--- src/rtl/pipeline_sequencer_if.sv ---
// Handshake bundle between the pipeline stages and the central step controller.
// The sequencer uses the slave modport; the stage side (or a testbench) uses master.
interface pipeline_sequencer_if #(
    parameter int NSTAGES = 5,
    parameter int CNT_W   = 32
);
    logic [NSTAGES-1:0] stage_ok;
    logic [NSTAGES-1:0] stage_valid;
    logic               jump_en;
    logic [63:0]        jump_addr;
    logic               halt_req;
    logic               ok_to_proceed_overall;
    logic [NSTAGES-1:0] flush;
    logic               redirect_en;
    logic [63:0]        redirect_addr;
    logic               halted;
    logic               timeout;
    logic [CNT_W-1:0]   stall_cnt;

    modport master (
        output stage_ok, stage_valid, jump_en, jump_addr, halt_req,
        input  ok_to_proceed_overall, flush, redirect_en, redirect_addr,
               halted, timeout, stall_cnt
    );

    modport slave (
        input  stage_ok, stage_valid, jump_en, jump_addr, halt_req,
        output ok_to_proceed_overall, flush, redirect_en, redirect_addr,
               halted, timeout, stall_cnt
    );
endinterface

--- src/rtl/pipeline_sequencer.sv ---
// Central step controller: issues one global advance pulse per RUN/ADV/SETTLE round,
// turns writeback jumps into flush+redirect, drains to HALT and tracks stalls.
module pipeline_sequencer #(
    parameter int NSTAGES = 5,
    parameter int TIMEOUT = 1024,
    parameter int CNT_W   = 32
) (
    input  logic               clk,
    input  logic               rst,
    pipeline_sequencer_if.slave bus
);
    localparam int WAIT_W = $clog2(TIMEOUT + 1);
    localparam logic [NSTAGES-1:0] JUMP_MASK = {1'b0, {(NSTAGES-1){1'b1}}};

    typedef enum logic [1:0] {RUN, ADV, SETTLE, HALT} state_t;

    state_t             r_state,   w_state;
    logic               r_drain,   w_drain;
    logic               r_ok,      w_ok;
    logic [NSTAGES-1:0] r_flush,   w_flush;
    logic               r_redir,   w_redir;
    logic [63:0]        r_raddr,   w_raddr;
    logic               r_halted,  w_halted;
    logic               r_timeout, w_timeout;
    logic [CNT_W-1:0]   r_stall,   w_stall;
    logic [WAIT_W-1:0]  r_wait,    w_wait;
    logic               w_allOk;

    assign w_allOk = &bus.stage_ok;

    always_ff @(posedge clk) begin
        if (rst) r_state <= RUN;
        else     r_state <= w_state;
    end

    // Outputs are computed from the transition so they appear in the cycle of the target state.
    always_comb begin
        w_state   = r_state;
        w_drain   = r_drain;
        w_ok      = 1'b0;
        w_flush   = '0;
        w_redir   = 1'b0;
        w_raddr   = '0;
        w_halted  = r_halted;
        w_timeout = r_timeout;
        w_stall   = r_stall;
        w_wait    = r_wait;
        case (r_state)
            RUN: begin
                if (w_allOk) begin
                    w_drain = r_drain | bus.halt_req;
                    if (r_drain && (bus.stage_valid == '0)) begin
                        w_state  = HALT;
                        w_halted = 1'b1;
                    end else begin
                        w_state = ADV;
                        w_ok    = 1'b1;
                        if (bus.jump_en) begin
                            w_flush = JUMP_MASK;
                            w_redir = 1'b1;
                            w_raddr = bus.jump_addr;
                        end
                        if (w_drain) w_flush[0] = 1'b1;
                    end
                end else begin
                    if (r_stall != '1) w_stall = r_stall + CNT_W'(1);
                    if (r_wait != WAIT_W'(TIMEOUT)) w_wait = r_wait + WAIT_W'(1);
                    if (w_wait == WAIT_W'(TIMEOUT)) w_timeout = 1'b1;
                end
            end
            ADV: begin
                w_wait  = '0;
                w_state = SETTLE;
            end
            SETTLE: w_state = RUN;
            HALT: begin
                if (!bus.halt_req) begin
                    w_state  = RUN;
                    w_drain  = 1'b0;
                    w_halted = 1'b0;
                end
            end
            default: w_state = RUN;
        endcase
    end

    always_ff @(posedge clk) begin
        if (rst) begin
            r_drain   <= 1'b0;
            r_ok      <= 1'b0;
            r_flush   <= '0;
            r_redir   <= 1'b0;
            r_raddr   <= '0;
            r_halted  <= 1'b0;
            r_timeout <= 1'b0;
            r_stall   <= '0;
            r_wait    <= '0;
        end else begin
            r_drain   <= w_drain;
            r_ok      <= w_ok;
            r_flush   <= w_flush;
            r_redir   <= w_redir;
            r_raddr   <= w_raddr;
            r_halted  <= w_halted;
            r_timeout <= w_timeout;
            r_stall   <= w_stall;
            r_wait    <= w_wait;
        end
    end

    assign bus.ok_to_proceed_overall = r_ok;
    assign bus.flush                 = r_flush;
    assign bus.redirect_en           = r_redir;
    assign bus.redirect_addr         = r_raddr;
    assign bus.halted                = r_halted;
    assign bus.timeout               = r_timeout;
    assign bus.stall_cnt             = r_stall;
endmodule

--- src/flat_wrapper.sv ---
// flat-port wrapper written by rule: the top's interface ports become plain ports
module pipeline_sequencer_flat 
#(
    parameter int NSTAGES = 5,
    parameter int TIMEOUT = 1024,
    parameter int CNT_W   = 32
)
  (clk, rst, bus_stage_ok, bus_stage_valid, bus_jump_en, bus_jump_addr, bus_halt_req, bus_ok_to_proceed_overall, bus_flush, bus_redirect_en, bus_redirect_addr, bus_halted, bus_timeout, bus_stall_cnt);
  pipeline_sequencer_if #(.NSTAGES(NSTAGES), .CNT_W(CNT_W)) bus_i ();
  input  logic clk;
  input  logic rst;
  input wire logic [$bits(bus_i.stage_ok)-1:0] bus_stage_ok;
  input wire logic [$bits(bus_i.stage_valid)-1:0] bus_stage_valid;
  input wire logic [$bits(bus_i.jump_en)-1:0] bus_jump_en;
  input wire logic [$bits(bus_i.jump_addr)-1:0] bus_jump_addr;
  input wire logic [$bits(bus_i.halt_req)-1:0] bus_halt_req;
  output wire logic [$bits(bus_i.ok_to_proceed_overall)-1:0] bus_ok_to_proceed_overall;
  output wire logic [$bits(bus_i.flush)-1:0] bus_flush;
  output wire logic [$bits(bus_i.redirect_en)-1:0] bus_redirect_en;
  output wire logic [$bits(bus_i.redirect_addr)-1:0] bus_redirect_addr;
  output wire logic [$bits(bus_i.halted)-1:0] bus_halted;
  output wire logic [$bits(bus_i.timeout)-1:0] bus_timeout;
  output wire logic [$bits(bus_i.stall_cnt)-1:0] bus_stall_cnt;
  assign bus_i.stage_ok = bus_stage_ok;
  assign bus_i.stage_valid = bus_stage_valid;
  assign bus_i.jump_en = bus_jump_en;
  assign bus_i.jump_addr = bus_jump_addr;
  assign bus_i.halt_req = bus_halt_req;
  assign bus_ok_to_proceed_overall = bus_i.ok_to_proceed_overall;
  assign bus_flush = bus_i.flush;
  assign bus_redirect_en = bus_i.redirect_en;
  assign bus_redirect_addr = bus_i.redirect_addr;
  assign bus_halted = bus_i.halted;
  assign bus_timeout = bus_i.timeout;
  assign bus_stall_cnt = bus_i.stall_cnt;
  pipeline_sequencer #(.NSTAGES(NSTAGES), .TIMEOUT(TIMEOUT), .CNT_W(CNT_W)) u_core (.clk(clk), .rst(rst), .bus(bus_i));
endmodule
--- config.mk ---
export PLATFORM = sky130hd
export DESIGN_NAME = pipeline_sequencer_flat
export DESIGN_NICKNAME = d
export VERILOG_FILES = /design/src/rtl/pipeline_sequencer_if.sv /design/src/rtl/pipeline_sequencer.sv /design/src/flat_wrapper.sv
export SDC_FILE = /design/constraint.sdc
export NUM_CORES = 1
export LEC_CHECK = 0
export BUFFER_PORTS_ARGS = -buffer_cell sky130_fd_sc_hd__buf_2
export CAP_MARGIN = 20
export CORE_MARGIN = 1
export CORE_UTILIZATION = 45
export CTS_BUF_LIST = sky130_fd_sc_hd__clkbuf_8
export CTS_CLUSTER_DIAMETER = 150
export DETAILED_ROUTE_END_ITERATION = 16
export GPL_TIMING_DRIVEN = 0
export MAX_ROUTING_LAYER = met4
export PLACE_DENSITY = 0.76
export SETUP_SLACK_MARGIN = 0.5
export SKIP_CTS_REPAIR_TIMING = 1
export SYNTH_ARGS = -nofsm -noshare
export SYNTH_HDL_FRONTEND = slang
export SYNTH_SLANG_ARGS = --single-unit
--- constraint.sdc ---
create_clock -name clk -period 1.92 [get_ports clk]
set_clock_uncertainty 0.1 [all_clocks]
set_input_delay 0.384 -clock clk [delete_from_list [all_inputs] [get_ports clk]]
set_output_delay 0.384 -clock clk [all_outputs]
set_load 0.02 [all_outputs]
==> results.toml <==
[run_status]
status = "complete, but fails checks"
violations = "negative setup slack"

[sta]
finalSetupViolations = 32
rsz0062_at_grt = "true"
fmaxAchievable_ghz = 0.444
worst_slew_pin_slew_ns = 0.672
hold_violations = 0
setup_slack_ns = -0.330
period_minus_slack_ns = 2.25
slew_violations = 0
fin_setup_tns_ns = -6.21
finalCritPeriodShare_pct = 117
slew_headroom_pct = 55.2

[clocking]
ctsLongestPathBuffers = 2
root_buffer = "clkbuf_8"
htree_levels = 4
clock_latency_ns = 0.43
clkSinkCount = 115
cts_made_buffers = 17
cts_tree = "built"
clkTransAtPathRegs_ns = 0.08

[finish]
nets = 815
syn_to_final_growth_pct = 75.3
drive_gt1_share_pct = 67.5
utilization_pct = 82.9

[grt]
grt_use_total_pct = 25.1
grt_max_degree = 17
antenna_found_initial = 1
overflow = 0
grt_pass1_wl_mm = 19.4
grt_pass1_vias = 4049

[placed_design]
dpl.hpwl_mm = 9.17
place_congestion = 0.861
place_ws_ns = -0.347
portBuffers = 179

[floorplanning]
ios = 183
die-area_um2 = 10200
placementRows = 35
coreArea_um2 = 9370
dieHeight_um = 101
die_x_um = 101
initial_core_util_pct = 47.3

[routing]
routed_wl_mm = 17.3
drc = 0
dr.first_iter.drc_count = 285
dr.pass1.iters = 6
avgViaCountPerCell = 5.66
antenna_left = 0
drt-wirelength-per-cell_um = 19.8
via_count = 4967

[job]
maxCapViolCount = 0

[yosys]
synth_top_cell_by_area = "dfxtp_1"
syn_nets = 550
synthArstFlopShare_pct = 0
synth_ff_type = "dfxtp_1"
postSynthCellCount = 469
synth.avg_cell_area_um2 = 9.45
synthMostInstantiatedCell = "dfxtp_1"
ys_seq_elements = 115
synth_top_area_share_pct = 52.0
synth_edf_count = 0
synth_area_um2 = 4430
ys_top_cells_by_count = "dfxtp_1, and3_1, a21oi_1"
yosys-top-cells-area = "dfxtp_1, and3_1, a21oi_1, nand3_1, nor2_1"
synth-seq-area-share_pct = 52.0
yosys.cell_types.count = 54
yosys_warnings = 0

[pwr]
power_leakage_nw = 3.28
power_mw = 4.83
irDropWorstVdd_uv = 402
powerDensity_nw_per_um2 = 622

[worst_setup_path]
critPathRequiredTime_ns = 2.13
critPathMaxFanout = 7
worstSetupStartpointType = "flip-flop"
r2r-start = "u_core.bus.stall_cnt[19]"
worst_ep_arrival_time_ns = 2.46
critPathCaptureType = "flip-flop"
crit_type = "reg2reg"
crit_start = "u_core.bus.stall_cnt[19]"

[min_path]
worstHoldPathType = "in2reg"
min_from = "bus_jump_addr[22]"
[final cells by class]
cell class / count / area (um2)
sequential: 115 / 2450
fill: 534 / 1610
inverter: 14 / 57.6
clock buffer: 17 / 234
buffer: 30 / 239
multi-input combinational: 310 / 2720
tap: 129 / 161
antenna: 1 / 2.50
timing repair buffer: 246 / 1770
clock inverter: 15 / 126
[kinds of logic after synthesis]
logic type | synth area share [%]
simple gates | 27.4
flops | 52.0
compound gates | 12.7
buf+inv | 4.21
mux | 1.92
xor+xnor | 0.791
fa+ha+maj | 0.847
other cells | 0.0846
[path summary, 6_finish.rpt]
check | cells after the start | endpoint | slack, ns
hold reg to reg | 2 | u_core.bus.timeout | 0.40
hold / removal | 2 | u_core.bus.redirect_addr[22] | 0.11
setup / recovery | 7 | u_core.bus.stall_cnt[1] | -0.33
setup reg to reg | 7 | u_core.bus.stall_cnt[1] | -0.33
[registers in the layout (all words and copies together) (netlist names), 2 cells and up]
signal,count
u_core.bus.stall_cnt,32
u_core.bus.redirect_addr,64
u_core.r_wait,11
u_core.r_state,2
u_core.bus.flush,2
[cell usage in the layout (no fill, tap or decap), types with 10 or more instances in the layout]
master      n
buf_2     123
dfxtp_2    15
nand3_1    14
nand2_1    13
buf_6      60
buf_4      72
or3_1      12
nor2_1     25
and3_4     65
clkbuf_8   18
dfxtp_4    35
dfxtp_1    65
a21oi_1    18
a21oi_2    18
inv_1      12
clkbuf_1   10
o31ai_1    10
[stage by stage]
stage / cell area, um2 / hold slack [ns] / instances
after floorplan: 4720 / 0.352 / 469
after global placement: 5780 / 0.359 / 777
after detailed placement: 5780 / 0.371 / 777
after CTS: 6140 / 0.0764 / 809
after global routing: 7770 / 0.0958 / 877
final: 7770 / 0.114 / 877
[where the power goes]
group          total [mW]  switching [mW]  internal [mW]
Combinational       0.353           0.183          0.170
Sequential           2.39          0.0306           2.36
Clock                2.09            1.15          0.933
[layer usage]
| metal | vias up | part of all wire (%) | global-route usage (%) |
|---|---|---|---|
| met3 | 73 | 6.6 | 6.14 |
| met5 | - | 0 | - |
| met1 | 2354 | 36 | 27.5 |
| met4 | 0 | 3.9 | 9.59 |
| met2 | 290 | 53 | 43.7 |
| li1 | 2250 | - | - |
[worst max-delay path, stage by stage, from the launching register on]
cell	delay, ns
dfxtp_4	0.39
nand4_1	0.19
or4_4	0.53
buf_6	0.15
o31ai_4	0.35
buf_6	0.18
mux2i_1	0.19
nor2_1	0.05
Power figures use the tool's default switching activity.
